<file path="src/rtl/pixel_writeback_arbiter.sv">
// ---------------------------------------------------------------------------
// pixel_writeback_arbiter
//
// Collects escape-iteration results from NUM_LANES Mandelbrot iterator lanes,
// converts each one to an 8-bit RGB332 colour and writes it into the VGA SRAM
// through its Avalon slave port. Lanes are served round-robin, one grant per
// cycle. A two-stage pipeline (grant, then write) sustains one SRAM write per
// clock. Each lane owns an interleaved column of pixels in the frame:
//     address = base_addr + lane + NUM_LANES * pixel_index_of_lane
// A frame is opened with start. done is raised, and held, once every lane has
// delivered PIXELS_PER_LANE results and the last write has left the pipeline.
//
// Ports
//   clk             in   clock
//   rst             in   synchronous reset, active-high
//   start           in   begin a frame (sampled only in IDLE and DONE)
//   base_addr       in   SRAM address of pixel 0 (held stable during a frame)
//   max_iterations  in   iteration cap for the colour map (held stable)
//   res_valid       in   per-lane "result available"
//   res_iter        in   per-lane iteration count, lane k at [k*ITER_W +: ITER_W]
//   res_ack         out  one-cycle accept pulse back to each lane
//   sram_address    out  SRAM write address
//   sram_writedata  out  RGB332 pixel
//   sram_write      out  write strobe
//   sram_clken      out  tied to 1
//   sram_chipselect out  tied to 1
//   busy            out  high while a frame is in progress
//   done            out  high once the frame is complete, held until restart
//   overflow        out  sticky: a lane offered a result after finishing
// ---------------------------------------------------------------------------
module pixel_writeback_arbiter #(
    parameter int NUM_LANES       = 4,
    parameter int ITER_W          = 32,
    parameter int ADDR_W          = 32,
    parameter int PIXELS_PER_LANE = 76800,
    parameter int CNT_W           = $clog2(PIXELS_PER_LANE + 1)
) (
    input  logic                        clk,
    input  logic                        rst,
    input  logic                        start,
    input  logic [ADDR_W-1:0]           base_addr,
    input  logic [ITER_W-1:0]           max_iterations,
    input  logic [NUM_LANES-1:0]        res_valid,
    input  logic [NUM_LANES*ITER_W-1:0] res_iter,
    output logic [NUM_LANES-1:0]        res_ack,
    output logic [ADDR_W-1:0]           sram_address,
    output logic [7:0]                  sram_writedata,
    output logic                        sram_write,
    output logic                        sram_clken,
    output logic                        sram_chipselect,
    output logic                        busy,
    output logic                        done,
    output logic                        overflow
);

    localparam int              LANE_W   = (NUM_LANES > 1) ? $clog2(NUM_LANES) : 1;
    localparam logic [CNT_W-1:0] CNT_FULL = CNT_W'(PIXELS_PER_LANE);

    typedef enum logic [1:0] {
        ST_IDLE,
        ST_RUN,
        ST_DONE
    } state_t;

    state_t state;

    // Per-lane count of pixels already written this frame.
    logic [CNT_W-1:0]  cnt [NUM_LANES];
    // Lane at which the next round-robin search begins.
    logic [LANE_W-1:0] ptr;

    // Grant stage: lane, its result and its pixel index, waiting to be written.
    logic              pending;
    logic [LANE_W-1:0] lat_lane;
    logic [ITER_W-1:0] lat_iter;
    logic [CNT_W-1:0]  lat_cnt;

    logic [NUM_LANES-1:0] eligible;
    logic [NUM_LANES-1:0] exhausted_valid;
    logic                 all_full;

    logic                 grant_valid;
    logic [LANE_W-1:0]    grant_lane;
    logic [ITER_W-1:0]    grant_iter;
    logic [CNT_W-1:0]     grant_cnt;
    logic [NUM_LANES-1:0] grant_onehot;
    logic [LANE_W-1:0]    ptr_next;

    assign sram_clken      = 1'b1;
    assign sram_chipselect = 1'b1;

    // RGB332 colour map: compare against successively halved caps, first
    // match wins. A cap of zero makes the first test always true (black).
    function automatic logic [7:0] rgb332(input logic [ITER_W-1:0] it,
                                          input logic [ITER_W-1:0] m);
        logic [7:0] c;
        if (it >= m)              c = 8'h00;
        else if (it >= (m >> 1))  c = 8'h64;
        else if (it >= (m >> 2))  c = 8'h64;
        else if (it >= (m >> 3))  c = 8'hA9;
        else if (it >= (m >> 4))  c = 8'h65;
        else if (it >= (m >> 5))  c = 8'h25;
        else if (it >= (m >> 6))  c = 8'h6A;
        else                      c = 8'h92;
        return c;
    endfunction

    // A lane whose ack is high in this cycle is still showing the result that
    // was just accepted, so it must be skipped or it would be written twice.
    always_comb begin
        all_full = 1'b1;
        for (int k = 0; k < NUM_LANES; k++) begin
            eligible[k]        = res_valid[k] && (cnt[k] < CNT_FULL) && !res_ack[k];
            exhausted_valid[k] = res_valid[k] && (cnt[k] == CNT_FULL);
            if (cnt[k] != CNT_FULL) begin
                all_full = 1'b0;
            end
        end
    end

    // Round-robin search in two passes: lanes at or above ptr first, then
    // wrap to the lowest-numbered eligible lane.
    always_comb begin
        grant_valid  = 1'b0;
        grant_lane   = '0;
        grant_iter   = '0;
        grant_cnt    = '0;
        grant_onehot = '0;
        for (int k = 0; k < NUM_LANES; k++) begin
            if (!grant_valid && eligible[k] && (k >= int'(ptr))) begin
                grant_valid     = 1'b1;
                grant_lane      = LANE_W'(k);
                grant_iter      = res_iter[k*ITER_W +: ITER_W];
                grant_cnt       = cnt[k];
                grant_onehot[k] = 1'b1;
            end
        end
        for (int k = 0; k < NUM_LANES; k++) begin
            if (!grant_valid && eligible[k]) begin
                grant_valid     = 1'b1;
                grant_lane      = LANE_W'(k);
                grant_iter      = res_iter[k*ITER_W +: ITER_W];
                grant_cnt       = cnt[k];
                grant_onehot[k] = 1'b1;
            end
        end
    end

    assign ptr_next = (grant_lane == LANE_W'(NUM_LANES - 1)) ? '0
                                                             : grant_lane + LANE_W'(1);

    // Frame FSM with the grant and write pipeline stages. Every output is
    // registered here so the SRAM and lanes see clean, glitch-free signals.
    always_ff @(posedge clk) begin
        if (rst) begin
            state          <= ST_IDLE;
            res_ack        <= '0;
            sram_write     <= 1'b0;
            sram_address   <= '0;
            sram_writedata <= '0;
            busy           <= 1'b0;
            done           <= 1'b0;
            overflow       <= 1'b0;
            ptr            <= '0;
            pending        <= 1'b0;
            lat_lane       <= '0;
            lat_iter       <= '0;
            lat_cnt        <= '0;
            for (int k = 0; k < NUM_LANES; k++) begin
                cnt[k] <= '0;
            end
        end else begin
            case (state)
                ST_IDLE, ST_DONE: begin
                    res_ack    <= '0;
                    sram_write <= 1'b0;
                    pending    <= 1'b0;
                    if (start) begin
                        state    <= ST_RUN;
                        busy     <= 1'b1;
                        done     <= 1'b0;
                        overflow <= 1'b0;
                        ptr      <= '0;
                        for (int k = 0; k < NUM_LANES; k++) begin
                            cnt[k] <= '0;
                        end
                    end
                end

                ST_RUN: begin
                    // Write stage: retire the grant taken on the previous edge.
                    sram_write <= pending;
                    if (pending) begin
                        sram_address   <= base_addr + ADDR_W'(lat_lane)
                                          + ADDR_W'(NUM_LANES) * ADDR_W'(lat_cnt);
                        sram_writedata <= rgb332(lat_iter, max_iterations);
                        cnt[lat_lane]  <= cnt[lat_lane] + CNT_W'(1);
                    end

                    if (|exhausted_valid) begin
                        overflow <= 1'b1;
                    end

                    // Grant stage: ack the chosen lane and capture its result.
                    res_ack <= grant_onehot;
                    pending <= grant_valid;
                    if (grant_valid) begin
                        lat_lane <= grant_lane;
                        lat_iter <= grant_iter;
                        lat_cnt  <= grant_cnt;
                        ptr      <= ptr_next;
                    end

                    // Counters only reach full once the final write has been
                    // issued, so checking pending as well waits for it to drain.
                    if (all_full && !pending) begin
                        state <= ST_DONE;
                        busy  <= 1'b0;
                        done  <= 1'b1;
                    end
                end

                default: begin
                    state <= ST_IDLE;
                end
            endcase
        end
    end

endmodule

</file>
<file path="config.mk">
export PLATFORM = sky130hd
export DESIGN_NAME = pixel_writeback_arbiter
export DESIGN_NICKNAME = d
export VERILOG_FILES = /design/src/rtl/pixel_writeback_arbiter.sv
export SDC_FILE = /design/constraint.sdc
export NUM_CORES = 1
export LEC_CHECK = 0
export BUFFER_PORTS_ARGS = -buffer_cell sky130_fd_sc_hd__buf_2
export CORE_ASPECT_RATIO = 0.7
export CORE_UTILIZATION = 35
export DETAILED_ROUTE_END_ITERATION = 10
export HOLD_SLACK_MARGIN = 0.15
export SYNTH_ARGS = -nofsm -noshare
export SYNTH_HDL_FRONTEND = slang
export SYNTH_SLANG_ARGS = --single-unit
</file>
<file path="constraint.sdc">
create_clock -name clk -period 3.4 [get_ports clk]
set_input_delay 0.51 -clock clk [delete_from_list [all_inputs] [get_ports clk]]
set_output_delay 0.51 -clock clk [all_outputs]
set_load 0.02 [all_outputs]
</file>
==> results summary, run 1 <==
The flow ran to the end, and the final reports show no timing, DRC or antenna violations. In the synthesized netlist, the cells that appear most often are sky130_fd_sc_hd__ha_1 (223), sky130_fd_sc_hd__nor2_1 (221), sky130_fd_sc_hd__a21oi_1 (125), sky130_fd_sc_hd__nand2_1 (107), sky130_fd_sc_hd__dfxtp_1 (106). The maximum number of buffers from clock root to sink is 2.

For this design the ratio of total power to cell area is 392.6 nW/µm². The sequential cell area fraction in the yosys report came out at 0.2979. The number of synthesized flops with an enable pin came out at 68. Counting every instance in the synthesized netlist gives 1585. After detailed routing, the number of remaining DRC violations is 0. The post-synthesis async set-or-reset flop share is 0.

The overall routed net length came out at 50370 µm. The number of different library cells used by synthesis comes to 75. After detailed routing, the number of vias per cell comes to 5.875.

The largest delay contributor family on the critical path is compound AO/OA/AOI/OAI gates. The final non-filler cell area came out at 16670 µm². The critical path buffer and inverter count came out at 2. For this run, the slowest stage of the critical path takes roughly 0.65 ns. The die covers 40760 µm².

The number of detailed-route iterations in the first pass came out at 8. The top fanout value on the critical path is 20. Port buffering added 246 buffers. The average instance area after synthesis is 8.820 µm². The number of resized instances in the post-cts repair step came out at 0. The number of antenna violations at the first check in global routing is 4. The final net count is 2258. The data arrival at the endpoint of the critical path came out at ~3.7 ns. The layout cell share with drive strength beyond 1 is 0.2003.

The critical path goes through a21o_1, a211o_1, a211o_1, nand2_2, o22ai_2, buf_12, a221o_1, a221oi_1, buf_4, nor3_1. The via count is 13970. roughly 250 I/O pins were placed. The final critical-path required period came out at 3.393 ns. The first-pass GRT wire length is 76090 µm. The data required time at the worst endpoint is around 3.7 ns. The clock latency on the worst-skew pair came out at 0.46 ns.

The final setup violation count is 0. The endpoint kind of the worst setup timing path is a register. The initial standard-cell utilization of the core came out at 0.3595.

The cell occurring most often along the worst timing path is sky130_fd_sc_hd__a211o_1. For this design the static power due to leakage is approximately 7.3 nW. The final clock skew came out at 0.01193 ns. The number of clock buffers inserted by TritonCTS is 17. After legalization and detailed placement, the total HPWL measured 38680 µm. On the critical path, the stage with the largest delay is an instance of sky130_fd_sc_hd__a221oi_1. The top flip-flop cell by instance count after synthesis is sky130_fd_sc_hd__dfxtp_1. Clock tree synthesis found a total of around 170 sinks. Counting flops and latches in the post-synthesis netlist gives 174. The nature of the critical path startpoint is a register. sky130_fd_sc_hd__ha_1 is the most common cell in the netlist. The leftover overflow at the end of global routing came out at 0. In the finished design, the share of the clock period the worst path needs comes to 0.9980.

For this design, the CTS-stage hold fixing added 0 buffers. Measured against its own limit, the worst slew margin works out to 0.3996. The area growth from synthesis to layout is 19.27%.

CTS built an H-tree with a depth of 4. The via count of the first global-routing pass is 13000. The highest attainable clock frequency is slightly below 300 MHz.

The row count came out at 60. After detailed routing, the average wire length per cell comes to 21.18 µm. The x dimension of the die is 240.9 µm. Buffers added to address setup during post-CTS repair amount to 0. The count of yosys warnings during synthesis came out at 0. The cell area after technology mapping is 13980 µm². The area fraction of the dominant cell type after synthesis is 0.1996. The root buffer selected by CTS is sky130_fd_sc_hd__clkbuf_16. TritonCTS built the clock tree. Once detail routing completed, the nets flagged for antenna violations numbered 0. The final hold violation count came out at 0. In this run the worst hold path is classified as input port to register. Summed over all failing endpoints, the final setup total negative slack is 0 ns. The biggest area contributor in the post-synthesis netlist is sky130_fd_sc_hd__ha_1. The floorplan step set the die height to 169.2 µm. Across the VDD grid, the largest voltage drop is 0.3897 mV. After clock tree synthesis, the clock-pin slew on the worst setup and hold paths is roughly 0.07 ns. The start-to-end type of the worst setup path is register to register. Ranked by total cell area, the synthesized netlist is headed by sky130_fd_sc_hd__ha_1 (20%), sky130_fd_sc_hd__dfxtp_1 (15%), sky130_fd_sc_hd__edfxtp_1 (15%), sky130_fd_sc_hd__nor2_1 (5.9%), sky130_fd_sc_hd__a21oi_1 (4.5%). The all-layer global routing usage came out at 0.2433. The final weighted congestion in routability-driven placement came out at 0.9660. The total count of max-transition violations in the final report came to 0. Setup repair after global routing left no endpoint under its margin.

In this run the cell area measured after placement is 16080 µm². The number of max-capacitance violations reported came out at 0. Entering global routing, the biggest net connects 72 pins. At the pin with the least slew margin, the transition time is 0.8985 ns. After floorplanning, the core was sized to cover 38890 µm². In this run, the number of DRC markers left after iteration 0 of detailed routing was 1447.
sequential cells by signal, indices dropped and copies added (netlist names), named ones only:
| signal | count |
|---|---|
| cnt | 68 |
| lat_iter | 32 |
| sram_address | 32 |
| lat_cnt | 17 |
| sram_writedata | 8 |
| res_ack | 4 |
| lat_lane | 2 |
| ptr | 2 |
| state | 2 |
| busy | 1 |
| done | 1 |
| overflow | 1 |
| pending | 1 |
| sram_write | 1 |
per-layer routing:
layer	vias up	GRT usage	wire [µm]
li1	6630	-	-
met1	6627	0.3514	23720
met2	637	0.3619	21300
met3	75	0.05189	4456
met4	2	0.06797	886
met5	-	0	11
cells by family (layout without fill, tap and decap cells):
family | after synthesis | after routing | synth area share
simple gates | 541 | 541 | 0.1803
mux | 19 | 19 | 0.02882
fa+ha+maj | 224 | 224 | 0.2010
other cells | 1 | 6 | 0.0002682
xor+xnor | 26 | 26 | 0.01629
buf+inv | 130 | 391 | 0.03822
compound gates | 470 | 470 | 0.2373
flops | 174 | 174 | 0.2979
tightest hold or removal path, cell delays in order:
cell and delay, ns:
sky130_fd_sc_hd__buf_2 0.10, sky130_fd_sc_hd__or3b_2 0.11, sky130_fd_sc_hd__a21oi_1 0.05
per-stage QoR:
| step | utilization | power [mW] | cells | hold WS [ns] | worst slack [ns] |
|---|---|---|---|---|---|
| finish | 0.4288 | 6.546 | 2378 | 0.3520 | 0.006859 |
| global route | 0.4287 | 6.888 | 2377 | 0.3671 | 0.007546 |
| global placement | 0.4135 | 4.471 | 2343 | 0.4394 | 0.1338 |
| floorplan | - | 3.758 | 1586 | 0.4720 | 0.5291 |
| CTS | 0.4285 | 6.540 | 2374 | 0.3402 | 0.1472 |
| detailed placement | 0.4135 | 4.510 | 2343 | 0.4458 | 0.1586 |
final cells by class:
type                    instances  area, µm²
fillers                      3868      22210
multi-input cells            1282       9311
flip-flops and latches        174       4164
repair buffers                302       1729
well taps                     527      659.4
clock buffers                  18      429.2
inverters                      58      217.7
clock inverters                13      152.6
diodes                          4      10.01
placed cells by master, fill, tap and decap left out, types with 9 or more instances in the layout:
master / count
sky130_fd_sc_hd__buf_2: 245
sky130_fd_sc_hd__ha_1: 223
sky130_fd_sc_hd__nor2_1: 220
sky130_fd_sc_hd__a21oi_1: 125
sky130_fd_sc_hd__nand2_1: 106
sky130_fd_sc_hd__dfxtp_1: 106
sky130_fd_sc_hd__o21ai_0: 74
sky130_fd_sc_hd__edfxtp_1: 68
sky130_fd_sc_hd__a221oi_1: 59
sky130_fd_sc_hd__inv_1: 58
sky130_fd_sc_hd__nor3_1: 55
sky130_fd_sc_hd__buf_4: 51
sky130_fd_sc_hd__a211oi_1: 46
sky130_fd_sc_hd__nand3_1: 43
sky130_fd_sc_hd__nand4_1: 23
sky130_fd_sc_hd__a221o_1: 23
sky130_fd_sc_hd__a21o_1: 20
sky130_fd_sc_hd__nor4_1: 19
sky130_fd_sc_hd__mux4_2: 17
sky130_fd_sc_hd__clkbuf_16: 17
sky130_fd_sc_hd__xnor2_1: 16
sky130_fd_sc_hd__nand2b_1: 14
sky130_fd_sc_hd__a222oi_1: 14
sky130_fd_sc_hd__and3_1: 13
sky130_fd_sc_hd__a2111oi_0: 13
sky130_fd_sc_hd__o21a_1: 12
sky130_fd_sc_hd__o211ai_1: 10
sky130_fd_sc_hd__xor2_1: 10
sky130_fd_sc_hd__a211o_1: 9
where the power goes:
| group | internal (mW) | leakage (nW) | switching [mW] |
|---|---|---|---|
| Combinational | 0.821 | 5.40 | 1.18 |
| Sequential | 2.30 | 1.61 | 0.222 |
| Clock | 1.10 | 0.278 | 0.936 |
final timing paths:
kind | from | endpoint | slack (ns) | cells after the start
setup / recovery | cnt[3][10] | lat_cnt[14] | 0.007 | 10
hold / removal | start | state[1] | 0.35 | 3
setup reg to reg | cnt[3][10] | lat_cnt[14] | 0.007 | 10
hold reg to reg | sram_address[0] | sram_address[0] | 0.45 | 2
Note: power is estimated with default switching activity, not from simulation.
==> inputs of run 2 (changes only) <==
MAX_ROUTING_LAYER = met4   (was unset)
==> run 2 against run 1 <==
Effect of this change:
- routed wire length increased by 0.94%
- first-iteration DRC count up 6.6%
- hold slack lost 0.070 ns
- power down 1.4%
- register-to-register slack is essentially flat
- combinational power is essentially flat
- final area shrank 0.20%
- global-route usage increased by 1.0 points
- largest cell class unchanged
- largest power group unchanged
- highest routed layer is now met4
==> results summary, run 2 (synthesis results as in run 1) <==
The core area came out at 38890 µm². The number of antenna violations at the first check in global routing is 2. Buffers inserted during clock tree synthesis total 17. The all-layer global routing usage is 0.2534. The data arrival at the endpoint of the critical path came out at 3.69 ns. For this design the static power due to leakage is 7.278 nW.

The remaining antenna violation count is 0. The type of the worst min-delay path is input port to register. The top cell types in the final layout, fill and taps aside, are sky130_fd_sc_hd__buf_2 (245), sky130_fd_sc_hd__ha_1 (223), sky130_fd_sc_hd__nor2_1 (220), sky130_fd_sc_hd__a21oi_1 (125). The relative area change from synthesis to final layout came out at 19.03%. The share of total power in the clock network is 0.300.

The die extent in y came out at 169.2 µm. The final setup violation count came out at 0. The number of detailed-route iterations in the first pass is 6.

STA puts the critical path data required time at 3.70 ns. The via count of the first global-routing pass came to about 13000. The instance count after placement with tap cells included is 2345.

The x dimension of the die is 240.9 µm. Once placement finished, the instance area stood at 16080 µm². Ranked by flip-flop count, first place goes to cnt. Of the cells placed in the final design, the portion with a size suffix greater than 1 is 0.2011. The maximum number of buffers from clock root to sink came out at 2.

The tool flagged a number of max-cap violations equal to 0. The final hold violation count is 0. The worst setup path is launched from a register.

The sequential fraction of design power is 0.389. The final non-filler cell area came out at 16640 µm². The worst hold slack across all endpoints is 0.2824 ns. The worst setup path is captured at a register.

By startpoint and endpoint, the worst setup path is classified as register to register. The fraction of power consumed by combinational cells is 0.310. The count of placed standard cells in the final layout, fillers left out is 2379.

The signal on the critical path passes through a21oi_1, o2111ai_1, nor3_2, buf_4, nor2_1, a21o_2, a221oi_1, buf_4, nor3_1. The total setup buffers inserted after CTS came out at 0. TritonCTS built the clock tree. The area of the die is 40760 µm². The overall routed net length is 50850 µm. Setup total negative slack on the finished layout was measured at 0 ns. The largest vdd supply drop is 0.4167 mV. Leaving out fill and tap cells, the most frequent cell in the layout is sky130_fd_sc_hd__buf_2.

The highest attainable clock frequency came out at 295.3 MHz. Total power for the finished layout comes to 6.458 mW. The worst stage delay on the critical path is 0.69 ns.

The power density over the cells is slightly below 400 nW/µm². The utilization of the core after routing is 0.4279. The clock net in this run drives a total of 174 sinks. The top fanout value on the critical path is 18. The mean number of vias per cell is 5.880. roughly 250 I/O pins were placed. The final clock period utilization by the worst path came out at 0.9960.

The post-detailed-placement half-perimeter wirelength is 39050 µm. The final critical-path required period is approximately 3.4 ns. The number of flip-flops under the largest register name is 68. The worst setup slack before clock tree synthesis came out at roughly 0.17 ns. The number of buffers inserted by port buffering came out at 246.

The final weighted congestion in routability-driven placement came out at 0.9650. The worst relative slew slack is 0.3364. The largest registers in the layout are cnt: 68 flops, lat_iter: 32 flops, sram_address: 32 flops. The clock latency on the worst-skew pair came out at 0.46 ns. The pin count of the biggest net entering global routing is 86. The via count came out at around 14000.

Counting the fill cells in the layout gives 3905. The net switching power came out at 2.383 mW. Setup repair after global routing left no endpoint under its margin. The number of resized instances in the post-cts repair step is 0. The hold buffer count at CTS came out at 0.

Of the total power, the share spent switching nets is 0.3690. The number of H-tree levels is 4. After clock tree synthesis, the clock-pin slew on the worst setup and hold paths is ~0.07 ns. For this design, the slowest cell found on the critical path is sky130_fd_sc_hd__a221oi_1. The flow ran to the end, and the final reports show no timing, DRC or antenna violations. The number of design rule violations left after detail routing is 0. The most numerous cell type found on the critical path is sky130_fd_sc_hd__buf_4. After floorplanning, the core was divided into 60 placement rows.

The post-route worst setup slack came out at 0.01354 ns. The transition time at the pin with the least slew margin came out at between 0.9 and 1 ns. The total count of max-transition violations in the final report came out at 0. The final net count came out at 2260. The leftover overflow at the end of global routing is 0. The count of routing violations after the opening detailed-route iteration is ~1500. The initial standard-cell utilization of the core came out at 0.3595.

The root buffer selected by CTS is sky130_fd_sc_hd__clkbuf_16. The final routed wire length divided by cell count came out at 21.37 µm. The internal power came out at 4.075 mW. The first-pass GRT wire length is about 77000 µm. Between clock sinks in the finished design, the worst skew comes to 0.01399 ns.
==> run 2: cell types whose count changed in the layout (fill, tap and decap cells not counted) <==
cell	change
sky130_fd_sc_hd__buf_12	-1
sky130_fd_sc_hd__buf_4	+3
sky130_fd_sc_hd__bufinv_16	-2
sky130_fd_sc_hd__clkbuf_1	-1
sky130_fd_sc_hd__clkinv_1	+2
sky130_fd_sc_hd__clkinv_2	+1
sky130_fd_sc_hd__clkinv_4	+1
sky130_fd_sc_hd__clkinvlp_2	-2
sky130_fd_sc_hd__clkinvlp_4	+1
sky130_fd_sc_hd__diode_2	-2
sky130_fd_sc_hd__inv_6	-1
sky130_fd_sc_hd__inv_8	+2
==> run 2: path summary, 6_finish.rpt <==
check             startpoint         endpoint  slack [ns]  cells past startpoint
min                      rst      lat_cnt[13]        0.28                      2
max reg2reg       cnt[0][10]      lat_cnt[14]        0.01                      9
max               cnt[0][10]      lat_cnt[14]        0.01                      9
min reg2reg  sram_address[0]  sram_address[0]        0.45                      2
==> run 2: final cells by class <==
type	instances	area, µm²	share of cell area
multi-input combinational	1282	9311	0.5596
sequential	174	4164	0.2502
timing repair buffer	304	1732	0.1041
tap	527	659.4	0.03963
clock buffer	17	425.4	0.02557
inverter	58	217.7	0.01308
clock inverter	15	125.1	0.007519
antenna	2	5.005	0.0003008
==> run 2: critical path, delay by kind of cell (launching register included) <==
| family | cells | cell delay [ns] |
|---|---|---|
| flip-flops | 1 | 0.48 |
| buffers and inverters | 2 | 0.46 |
| AND/OR/NAND/NOR | 3 | 0.54 |
| AO/OA/AOI/OAI | 4 | 1.75 |
==> run 2: power by group through the flow <==
stage	clock network (mW)	logic (mW)	registers, mW
3_5_place_dp	0	1.97	2.55
5_1_grt	2.06	2.24	2.53
3_3_place_gp	0	1.92	2.55
2_1_floorplan	0	1.29	2.47
4_1_cts	1.99	1.98	2.50
6_report	1.94	2.00	2.51
==> run 2: routing by layer <==
layer  routed length [µm]  vias to the layer above  GRT usage
met3                 5057                       62    0.07433
met2                21080                      610     0.3606
li1                     -                     6637          -
met1                23490                     6680     0.3419
met4                 1221                        0    0.08063
met5                    0                        -          -
==> inputs of run 3 (changes only) <==
CTS_BUF_LIST = sky130_fd_sc_hd__clkbuf_4 sky130_fd_sc_hd__clkbuf_8   (was unset)
==> run 3 against run 2 <==
Effect of this change:
- power down 7.5%
- clock skew increased by 0.0013 ns
- utilization shrank 0.49 points
- largest cell class unchanged
- first-iteration DRC count shrank 18%
==> results summary, run 3 (synthesis results as in run 1) <==
The run finished with clean final reports. In this run the worst hold path is classified as input port to register. In this run the deepest clock path goes through 2 buffers.

Setup violations remaining at the end of the flow were counted as 0. The setup path with the least slack is of type register to register. The internal power is 3.644 mW. TritonCTS created 17 clock buffers. The power density over the cells is 362.9 nW/µm². STA classifies the critical path endpoint as a register. Broken down by cell family, the worst path's largest delay share belongs to compound AO/OA/AOI/OAI gates. The number of I/O pins is 249. The x dimension of the die is 240.9 µm. The total cell area at the placement stage came out at 16080 µm². In this run the remaining antenna-violating nets after routing total 0. The path with the worst hold slack has its endpoint at lat_cnt[13]. Entering global routing, the biggest net connects 86 pins. The signal on the critical path passes through a21oi_1, o2111ai_1, nor3_2, buf_4, nor2_1, a21o_2, a221oi_1, buf_4, nor3_1. Clock tree synthesis selected as its root buffer the cell sky130_fd_sc_hd__clkbuf_8.

The worst stage delay on the critical path is 0.66 ns. The all-layer global routing usage is 0.2542. In the final layout, the registers with the most flip-flops are cnt: 68 flops, lat_iter: 32 flops, sram_address: 32 flops. The number of detailed-route iterations in the first pass is 7. After layout, the minimum clock period comes to 3.383 ns.

The top cell types in the final layout, fill and taps aside, are sky130_fd_sc_hd__buf_2 (245), sky130_fd_sc_hd__ha_1 (223), sky130_fd_sc_hd__nor2_1 (220), sky130_fd_sc_hd__a21oi_1 (125). The final hold violation count came to 0. The total count of max-transition violations in the final report is 0. Of the total power, combinational logic draws 0.336. After the last flow step, the layout net total stands at 2260. The die covers between 40000 and 50000 µm². The via count came out at between 10000 and 15000.

The initial standard-cell utilization of the core is 0.3595. The worst relative slew slack is 0.3213. After clock tree synthesis, the clock-pin slew on the worst setup and hold paths is ~0.1 ns. The worst setup path is launched from a register. The number of max-capacitance violations reported is 0. The mean number of vias per cell came out at 5.895. The worst register-to-register path has a setup slack of 0.02 ns.

The transition time at the pin with the least slew margin is 1.018 ns. The number of cells on the worst reg-to-reg path came out at 9. The data arrival at the endpoint of the critical path is ~3.7 ns. The net switching power came out at 2.327 mW.

The number of sinks driven by the clock tree is 174. The relative area change from synthesis to final layout came out at 17.68%. In the routed design, unresolved DRC markers number 0. The leftover overflow at the end of global routing is 0.

Ranked by flip-flop count, first place goes to cnt. The startpoint of the lowest-slack hold path is rst. The tightest hold path in the finished design has a slack of between 0.2 and 0.25 ns. The endpoint identified for the worst register-to-register timing path is lat_cnt[14]. Of the total power, registers draw 0.421. Once the clock tree was built, the resizer swapped 0 gates to a different size. The number of buffers inserted by port buffering is between 200 and 250. The critical path buffer and inverter count came out at 2. The overall routed net length came out at 50930 µm. The worst hold path stage count is 2. The static power due to leakage is 7.191 nW. The final routed wire length divided by cell count came out at around 21 µm. The wire-length estimate of the detail-placed layout is 39050 µm. The via count of the first global-routing pass came to 13230.

Setup repair after global routing left no endpoint under its margin. The number of antenna violations at the first check in global routing came out at 2. The first-pass GRT wire length is 77100 µm.

The leading cell type in the layout, fill and taps excluded is sky130_fd_sc_hd__buf_2. The register with the most flip-flops in the layout has 68 of them. The largest vdd supply drop is 0.2790 mV. The count of routing violations after the opening detailed-route iteration came out at 1261. The final clock period utilization by the worst path came out at 0.9949. Timing would allow up to 295.6 MHz. The final weighted congestion in routability-driven placement is 0.9650.

The layout cell share with drive strength beyond 1 came out at 0.2011. In this run the worst path has a maximum fanout of 18. The die extent in y came out at 169.2 µm. The core area came out at 38890 µm².

For the worst setup path, the data required time is 3.76 ns. Buffers inserted to repair hold after CTS numbered 0. The row count is 60. The cell occurring most often along the worst timing path is sky130_fd_sc_hd__buf_4. The clock latency on the worst-skew pair came out at 0.52 ns.

The total setup buffers inserted after CTS came out at 0. TritonCTS built the clock tree. The share of total power in the clock network came out at 0.243. The number of H-tree levels is 4. The worst register-to-register path begins at cnt[0][10].

The final-layout setup total negative slack is 0 ns. The final clock skew came out at 0.01532 ns. The final non-filler cell area came out at 16450 µm².

The largest individual stage delay along the critical path comes from the cell sky130_fd_sc_hd__a221oi_1. The switching share of power is 0.3897.
[run 3: worst register-to-register path, stage by stage, from the launching register on]
cell and delay (ns):
sky130_fd_sc_hd__edfxtp_1 0.51, sky130_fd_sc_hd__a21oi_1 0.37, sky130_fd_sc_hd__o2111ai_1 0.25, sky130_fd_sc_hd__nor3_2 0.43, sky130_fd_sc_hd__buf_4 0.25, sky130_fd_sc_hd__nor2_1 0.07
sky130_fd_sc_hd__a21o_2 0.44, sky130_fd_sc_hd__a221oi_1 0.66, sky130_fd_sc_hd__buf_4 0.22, sky130_fd_sc_hd__nor3_1 0.04
[run 3: through the flow]
stage	util	worst slack [ns]	total power, mW	std cells
after global routing	0.4230	0.02762	6.337	2379
after global placement	0.4136	0.1509	4.473	2345
after CTS	0.4228	0.2024	5.980	2377
after floorplan	-	0.5291	3.758	1586
after detailed placement	0.4136	0.1656	4.518	2345
final	0.4230	0.01725	5.970	2380
[run 3: how the worst max path moves through the flow]
stage                  endpoint  depth (start not counted)         start  slack (ns)
5_1_grt             lat_cnt[14]                          9    cnt[0][10]        0.03
2_1_floorplan  sram_address[24]                         11  base_addr[0]        0.53
4_1_cts             lat_cnt[14]                         10    cnt[3][10]        0.20
3_5_place_dp   sram_address[28]                         12  base_addr[0]        0.17
6_report            lat_cnt[14]                          9    cnt[0][10]        0.02
3_3_place_gp        lat_cnt[14]                         10    cnt[3][10]        0.15
[run 3: final cells by class]
cell class | instances | area [µm²]
fillers | 3926 | 22440
multi-input cells | 1282 | 9311
flip-flops and latches | 174 | 4164
repair buffers | 304 | 1732
well taps | 527 | 659.4
clock buffers | 17 | 234.0
inverters | 58 | 217.7
clock inverters | 15 | 125.1
diodes | 3 | 7.507
[run 3: routing by layer]
| layer | GRT usage | share of wire |
|---|---|---|
| met2 | 0.3672 | 0.42 |
| met4 | 0.06192 | 0.016 |
| met5 | - | 0 |
| met3 | 0.06750 | 0.090 |
| met1 | 0.3501 | 0.47 |
[run 3: power groups by stage]
stage	logic, mW	clock network (mW)	registers, mW
after global placement	1.92	0	2.55
after CTS	1.98	1.50	2.50
after global routing	2.24	1.57	2.53
final	2.01	1.45	2.51
after detailed placement	1.97	0	2.55
after floorplan	1.29	0	2.47
